### src/rtl/wfifo_arb_pkg.sv
// Shared types and helpers for the FIFO write-port arbiter.
package wfifo_arb_pkg;

   // Arbiter FSM: IDLE picks the next owner, BURST lets that owner write.
   typedef enum logic {
      IDLE  = 1'b0,
      BURST = 1'b1
   } arb_state_t;

   // Widest requester vector onehot_to_idx accepts; narrower vectors are zero-extended.
   localparam int unsigned ARB_MAX_REQ = 32;

   // Index of the set bit in a one-hot vector.
   // The result is an OR of the indices of all set bits, so it is only
   // meaningful when at most one bit is set. An all-zero input returns 0.
   function automatic int unsigned onehot_to_idx(input logic [ARB_MAX_REQ-1:0] oh);
      int unsigned idx;
      idx = 0;
      for (int unsigned i = 0; i < ARB_MAX_REQ; i++) begin
         if (oh[i]) begin
            idx = idx | i;
         end
      end
      return idx;
   endfunction

endpackage

### src/rtl/wfifo_wr_arbiter_rr_pick.sv
// Rotate-priority encoder: returns the first requester at or after rr_ptr.
module rr_pick #(
   parameter  int NREQ = 4,
   localparam int PW   = (NREQ > 1) ? $clog2(NREQ) : 1
) (
   input  logic [NREQ-1:0] req,
   input  logic [PW-1:0]   rr_ptr,
   output logic [NREQ-1:0] pick_onehot,
   output logic            any
);

   localparam logic [NREQ-1:0] ONE_V = NREQ'(1);

   logic [2*NREQ-1:0] req_dbl;
   logic [2*NREQ-1:0] req_shift;
   logic [NREQ-1:0]   req_rot;
   logic [NREQ-1:0]   low_rot;
   logic [2*NREQ-1:0] pick_dbl;

   // Rotate so rr_ptr lands on bit 0, isolate the lowest set bit, then rotate back.
   // rr_ptr is always below NREQ, so the doubled vectors cover every wrap.
   always_comb begin
      req_dbl     = {req, req};
      req_shift   = req_dbl >> rr_ptr;
      req_rot     = req_shift[NREQ-1:0];
      low_rot     = req_rot & (~req_rot + ONE_V);
      pick_dbl    = {low_rot, low_rot} << rr_ptr;
      pick_onehot = pick_dbl[2*NREQ-1:NREQ];
      any         = |req;
   end

endmodule

### src/rtl/wfifo_wr_arbiter.sv
// Burst-granular round-robin arbiter for the write port of the async FIFO.
// One requester owns the port for a whole burst, which keeps packets contiguous.
module wfifo_wr_arbiter
   import wfifo_arb_pkg::*;
#(
   parameter int NREQ     = 4,
   parameter int DSIZE    = 8,
   parameter int MAXBURST = 8
) (
   input  logic                  wclk,
   input  logic                  wrst,
   input  logic [NREQ-1:0]       req,
   input  logic [NREQ-1:0]       req_last,
   input  logic [NREQ*DSIZE-1:0] req_data,
   output logic [NREQ-1:0]       req_ack,
   output logic [NREQ-1:0]       gnt,
   output logic                  busy,
   input  logic                  wfull,
   output logic                  winc,
   output logic [DSIZE-1:0]      wdata
);

   localparam int CW = $clog2(MAXBURST + 1);
   localparam int PW = (NREQ > 1) ? $clog2(NREQ) : 1;

   localparam logic [CW-1:0] CNT_LAST = CW'(MAXBURST - 1);
   localparam logic [CW-1:0] CNT_ONE  = CW'(1);
   localparam logic [PW-1:0] PTR_MAX  = PW'(NREQ - 1);
   localparam logic [PW-1:0] PTR_ONE  = PW'(1);

   arb_state_t      state_q, state_d;
   logic [NREQ-1:0] gnt_q, gnt_d;
   logic [PW-1:0]   rr_ptr_q, rr_ptr_d;
   logic [CW-1:0]   cnt_q, cnt_d;

   logic [NREQ-1:0] pick_onehot;
   logic            pick_any;
   logic [PW-1:0]   owner_idx;
   logic            owner_req;
   logic            owner_last;
   logic            accept;
   logic            burst_end;

   rr_pick #(
      .NREQ (NREQ)
   ) u_rr_pick (
      .req         (req),
      .rr_ptr      (rr_ptr_q),
      .pick_onehot (pick_onehot),
      .any         (pick_any)
   );

   // Owner view: the granted requester's valid/last, whether its word is taken, and whether the burst ends.
   always_comb begin
      owner_idx  = PW'(onehot_to_idx(ARB_MAX_REQ'(gnt_q)));
      owner_req  = |(req & gnt_q);
      owner_last = |(req_last & gnt_q);
      accept     = (state_q == BURST) && owner_req && !wfull;
      burst_end  = (state_q == BURST) &&
                   ((accept && (owner_last || (cnt_q == CNT_LAST))) || !owner_req);
   end

   // Next-state logic: grant in IDLE, count accepted words in BURST, rotate the pointer past the owner on exit.
   always_comb begin
      state_d  = state_q;
      gnt_d    = gnt_q;
      rr_ptr_d = rr_ptr_q;
      cnt_d    = cnt_q;
      case (state_q)
         IDLE: begin
            if (pick_any) begin
               gnt_d   = pick_onehot;
               cnt_d   = '0;
               state_d = BURST;
            end
         end
         BURST: begin
            if (accept) begin
               cnt_d = cnt_q + CNT_ONE;
            end
            if (burst_end) begin
               gnt_d    = '0;
               cnt_d    = '0;
               state_d  = IDLE;
               rr_ptr_d = (owner_idx == PTR_MAX) ? '0 : owner_idx + PTR_ONE;
            end
         end
         default: begin
            state_d = IDLE;
            gnt_d   = '0;
            cnt_d   = '0;
         end
      endcase
   end

   // State registers; reset abandons any partial burst immediately.
   always_ff @(posedge wclk or posedge wrst) begin
      if (wrst) begin
         state_q  <= IDLE;
         gnt_q    <= '0;
         rr_ptr_q <= '0;
         cnt_q    <= '0;
      end else begin
         state_q  <= state_d;
         gnt_q    <= gnt_d;
         rr_ptr_q <= rr_ptr_d;
         cnt_q    <= cnt_d;
      end
   end

   // Write-port drive: strobe and ack follow accept, data muxed from the one-hot owner (zero when idle).
   always_comb begin
      winc    = accept;
      req_ack = accept ? gnt_q : '0;
      gnt     = gnt_q;
      busy    = (state_q == BURST);
      wdata   = '0;
      for (int i = 0; i < NREQ; i++) begin
         if (gnt_q[i]) begin
            wdata = wdata | req_data[i*DSIZE +: DSIZE];
         end
      end
   end

endmodule
### config.mk
export PLATFORM = sky130hd
export DESIGN_NAME = wfifo_wr_arbiter
export DESIGN_NICKNAME = d
export VERILOG_FILES = /design/src/rtl/wfifo_arb_pkg.sv /design/src/rtl/wfifo_wr_arbiter_rr_pick.sv /design/src/rtl/wfifo_wr_arbiter.sv
export SDC_FILE = /design/constraint.sdc
export NUM_CORES = 1
export LEC_CHECK = 0
export CELL_PAD_IN_SITES_DETAIL_PLACEMENT = 1
export CELL_PAD_IN_SITES_GLOBAL_PLACEMENT = 2
export CORE_MARGIN = 5
export CORE_UTILIZATION = 19
export CTS_CLUSTER_DIAMETER = 50
export DETAILED_ROUTE_END_ITERATION = 6
export PLACE_DENSITY = 0.85
export SLEW_MARGIN = 15
export SYNTH_ARGS = -nofsm -noshare
export SYNTH_HDL_FRONTEND = slang
export SYNTH_HIERARCHICAL = 1
export SYNTH_SLANG_ARGS = --single-unit
export TNS_END_PERCENT = 50
### constraint.sdc
create_clock -name wclk -period 3.65 [get_ports wclk]
set_clock_uncertainty 0.2 [all_clocks]
set_input_delay 0.5475 -clock wclk [delete_from_list [all_inputs] [get_ports wclk]]
set_output_delay 0.5475 -clock wclk [all_outputs]
set_load 0.05 [all_outputs]
==> Word level (Yosys, flattened, before mapping) <==
Index checks and enable logic that the tools add are counted.
{ "classes": {"mux": 19, "n_eq_ne": 5, "add_sub_neg": 3, "reduce_logical": 14, "bitwise_logic": 8, "shifts": 2} }
{ "ops": {"columns": ["cell", "n"], "rows": [
  ["$mux 8", 4],
  ["$mux 4", 6],
  ["$or 8x8->8", 3],
  ["$pmux 4 s2", 2],
  ["$and 4x4->4", 3],
  ["$reduce_or 4->1", 3],
  ["$add 4x1->4 const B", 2],
  ["$shl 8x2->8", 1],
  ["$shr 8x2->4", 1],
  ["$mux 2", 3],
  ["$reduce_and 2->1", 3],
  ["$eq 4x3->1 const B", 1],
  ["$logic_and 1x1->1", 4],
  ["$not 4->4", 1],
  ["$mux 1", 3],
  ["$ne 3x1->1 const B", 1],
  ["$add 2x1->2 const B", 1],
  ["$eq 2x2->1 const B", 1],
  ["$logic_not 1->1", 2],
  ["$logic_or 1x1->1", 2],
  ["$ne 2x1->1 const B", 1],
  ["$ne 2x2->1 const B", 1],
  ["$pmux 1 s2", 1],
  ["$not 1->1", 1]
]} }
{ "word_totals": {"word_cells": 55, "output_inout_bits": 18, "inputBits": 43, "regBits": 11} }

==> Longest topological paths before layout <==
{ "logic_depth": {"ltp_word": 9, "depth_mapped": 6} }

==> Cells and area by module <==
Netlist, hierarchy kept.
{ "by_module_without_submodules": {"columns": ["mod", "cells_per_inst", "seq_area_each_um2", "area_each_um2", "n_inst"], "rows": [
  ["wfifo_wr_arbiter", 87, 275.3, 768.2, 1],
  ["rr_pick", 19, 0.0, 117.6, 1]
]} }

==> Worst setup path before layout <==
OpenSTA, ideal clock, no wires.
{ "synth_path": {"kind": "reg-to-output", "start": "reg gnt_q[1] (netlist: gnt[1])", "end": "out req_ack[0]", "path_stages_with_launch": 5, "setup_slack_ns": 0.564, "arrival_time_ns": 2.338, "path_cell_list": "dfrtp_1 > a22o_1 > o21ai_2 > nor2_1 > and2_1"} }
{ "synth_between": {"elab_chain_len": 5} }
{ "synth_lines": {"columns": ["item", "line_no", "source"], "rows": [
  ["start: declaration", "wfifo_wr_arbiter.sv:32", "logic [NREQ-1:0] gnt_q, gnt_d;"],
  ["start signal: assignment", "wfifo_wr_arbiter.sv:105", "gnt_q <= gnt_d;"],
  ["$and 4x4->4", "wfifo_wr_arbiter.sv:56", "owner_req = |(req & gnt_q);"],
  ["$reduce_or 4->1", "wfifo_wr_arbiter.sv:56", null],
  ["$logic_and 1x1->1 (2 in a row)", "wfifo_wr_arbiter.sv:58", "accept = (state_q == BURST) && owner_req && !wfull;"],
  ["named net winc", "wfifo_wr_arbiter.sv:19", "output logic winc,"],
  ["$mux 4", "wfifo_wr_arbiter.sv:114", "req_ack = accept ? gnt_q : '0;"],
  ["end: declaration", "wfifo_wr_arbiter.sv:15", "output logic [NREQ-1:0] req_ack,"]
]} }
The timed path passes the listed nets, and every way through them passes these cells.

==> Final worst setup path <==
{ "layout_path": {"start": "in req[2]", "end": "out winc"} }
{ "layout_between": {"elab_chain_len": 4} }
{ "layout_lines": {"columns": ["item", "line_no", "source"], "rows": [
  ["start: declaration", "wfifo_wr_arbiter.sv:12", "input logic [NREQ-1:0] req,"],
  ["$and 4x4->4", "wfifo_wr_arbiter.sv:56", null],
  ["$reduce_or 4->1", "wfifo_wr_arbiter.sv:56", null],
  ["$logic_and 1x1->1 (2 in a row)", "wfifo_wr_arbiter.sv:58", null],
  ["end: declaration", "wfifo_wr_arbiter.sv:19", null]
]} }
No other way between the ends.

==> out/summary.md <==
Routing
• post-DR vias/cell: 5.05
• total vias in the final route: 1,117
• final routed wire length divided by cell count: 17.7 microns
• total iterations of the first detailed-routing run: 4
• post-route DRC violation count: 0
• drt first-iter violations: 34
• residual antenna-violating net count after detailed routing: 0
• final wirelength: 3910 microns

Layout
• count of fill cells added during filler insertion: 527
• final antenna diode count: 0
• post-route cell area: 1590 sq um
• nets@finish: 214
• signed area change from the synthesized netlist to the final layout: 79.9%
• Non-Filler Instances: 221
• share of cells above drive strength 1: 0.101
• final core utilization: 0.359

GRT
• number of global-route vias before repair: 1,248
• global route overflow: 0
• pin count of the biggest net entering global routing: 15
• total track usage: 0.128
• initial antenna violation count: 0
• global-route wire length before repair: 6230 microns

Logic synthesis
• total of warnings raised by yosys: 6
• summed instance area of the synthesized netlist: 886 sq um
• library cell with the largest summed area after synthesis: dfrtp_1
• Post-synth EDFFs: 0
• leading post-synthesis cells by instance count: a22oi_1, nand2_1, dfrtp_1, nor2_1, a22o_1
• sequential-to-total area share from yosys stat: 0.311
• count of different cell masters after synthesis: 33
• number of nets in the synthesized netlist: 150
• fraction of post-synthesis cell area in the top cell type by area: 0.311
• number of synthesized register bits: 11
• primary flip-flop cell chosen by synthesis mapping: dfrtp_1
• top cells by area, synth: dfrtp_1, a22oi_1, a22o_1
• top-count cell post-synth: a22oi_1
• mean instance size in the synthesized netlist: 8.36 sq um
• gate count of the mapped netlist: 106
• async set or reset register ratio after synthesis: 1.00

Place
• count of buffers inserted at the top-level ports: 60
• cell area after placement: 1550 sq um
• half-perimeter wire length of the detailed placement result: 3230 microns
• placed instance count: 217
• Place WS: 0.285 ns
• routability-driven placement congestion ratio: 0.883

Die
• number of placement rows: 24
• total I/O pin count: 61
• die height: 78.3 microns
• DIE AREA: 6130 sq um
• width of the die: 78.3 microns
• Core ar.: 4440 sq um
• initial cell density of the core: 0.199

Timing
• Period Utilization, post-route: 0.915
• transition time at the pin with the least slew margin: 0.514 ns
• Setup violations, final: 0
• number of pins exceeding their max-slew limit in the final report: 0
• worst setup margin: 0.311 ns
• total count of hold-check failures in the final report: 0
• slew margin rel.: 0.656
• Setup Total Neg Slack: 0 ns
• shortest clock period the worst path allows after layout: 3.34 ns
• RSZ-0062 raised after global routing: no
• peak clock frequency supported by timing: 299 MHz

Worst setup path
• WP buf/inv: 2
• critical path peak fanout: 7
• critical path cell sequence: clkdlybuf4s50_1, a22o_1, o21ai_2, nor2_1, clkdlybuf4s50_1
• type of element launching the critical path: input pin
• type of destination of the critical path: output port
• Req. time, crit path: 2.90 ns
• arrival time worst endpoint: 2.59 ns
• most used cell, CP: clkdlybuf4s50_1
• Max stage delay on crit path: 0.85 ns
• Crit path max-delay family: buffers and inverters
• critical path type: in -> out
• slowest stage cell on the critical path: clkdlybuf4s50_1

Power and ir drop
• Power Dens Cells: 647 nW/um^2
• LEAKAGE: 0.657 nW
• net load switching power: 534 uW
• VDD IR max: 0.212 mV
• power share of the combinational group: 0.686
• part of the power in registers: 0.197
• power share of the clock group: 0.117
• cell internal pwr: 498 uW
• fraction of power spent switching nets: 0.518

CTS
• post-cts repair resize count: 0
• maximum level of the CTS H-tree: 1
• post-CTS setup buffers: 0
• clock latency reported for the late side of the worst-skew pair: 0.24 ns
• clock-pin slew reported for the worst setup and hold paths after clock tree synthesis: 0.05 ns
• maximum buffer depth of the clock tree: 2
• number of clock buffers inserted by TritonCTS: 3
• Root Buffer: clkbuf_8
• CTS Hold Buffers Added: 0
• TritonCTS clock tree: done
• clock sink total: 11

Hold path
• min-delay worst type: reg -> reg

Outcome
• run status: complete, no violations

Run
• number of max-capacitance violations reported: 0

## worst register-to-register path: stages (launching register included)
cell and delay, ns:
dfrtp_1 0.38, buf_4 0.20, a22oi_1 0.36, a31oi_2 0.21
o21ai_1 0.30, mux2_2 0.37
## worst paths after layout
kind	startpoint	to	slack [ns]	cells after the start
max in group asynchronous	wrst	gnt[0]	2.54	2
min reg2reg	cnt_q[3]	cnt_q[3]	0.32	1
max reg2reg	gnt[1]	rr_ptr_q[1]	1.51	5
min in group asynchronous	wrst	cnt_q[3]	0.41	2
min	cnt_q[3]	cnt_q[3]	0.32	1
max	req[2]	winc	0.31	5
## layout by cell type, fill, tap and decap left out, drive strengths merged, types with 2 or more instances in the layout
master,n
o21ai,4
nor2b,2
and2,5
a21o,2
nand2,14
o22ai,3
clkdlybuf4s50,56
a31oi,2
a22oi,18
buf,7
inv,5
a22o,7
mux2,3
clkbuf,4
a21oi,2
dfrtp,11
nor2,8
o21a,2
## layer usage
| metal | wire length (microns) | vias to the layer above | part of all wire | global-route usage |
|---|---|---|---|---|
| met1 | 1390 | 559 | 0.36 | 0.131 |
| met4 | 16 | 0 | 0.0041 | 0.0192 |
| met5 | 0 | - | 0 | 0 |
| met2 | 2280 | 24 | 0.58 | 0.260 |
| li1 | - | 532 | - | - |
| met3 | 218 | 2 | 0.056 | 0.0366 |
## registers in the layout (all words and copies together), names as in the netlist
register  cells
busy          1
cnt_q         4
gnt           4
rr_ptr_q      2
## power groups by stage
stage	Clock, mW	Sequential, mW	Combinational (mW)
final	0.121	0.203	0.707
after detailed placement	0	0.206	0.713
after CTS	0.126	0.205	0.716
after floorplan	0	0.256	0.390
after global routing	0.133	0.212	0.750
after global placement	0	0.202	0.695
## final cells by class
cell class | count | area, sq um | area share
clock buffers | 4 | 45.0 | 0.0283
multi-input cells | 86 | 577 | 0.362
flip-flops and latches | 11 | 275 | 0.173
well taps | 52 | 65.1 | 0.0408
repair buffers | 63 | 613 | 0.385
inverters | 5 | 18.8 | 0.0118
## through the flow
stage / power (mW) / hold slack, ns
after floorplan: 0.646 / 0.200
after global placement: 0.897 / 0.303
after detailed placement: 0.919 / 0.310
after CTS: 1.05 / 0.322
after global routing: 1.10 / 0.346
final: 1.03 / 0.318
## cells by family (layout without fill, tap and decap cells)
group,count (synthesis),in the layout,share of synthesized area
AND/OR/NAND/NOR,36,36,0.196
adder cells (fa/ha/maj),1,1,0.0141
multiplexers,3,3,0.0381
buffers and inverters,9,72,0.0381
flip-flops,11,11,0.311
XOR/XNOR,1,1,0.00989
AO/OA/AOI/OAI,45,45,0.393
(Power assumes the default switching activity.)
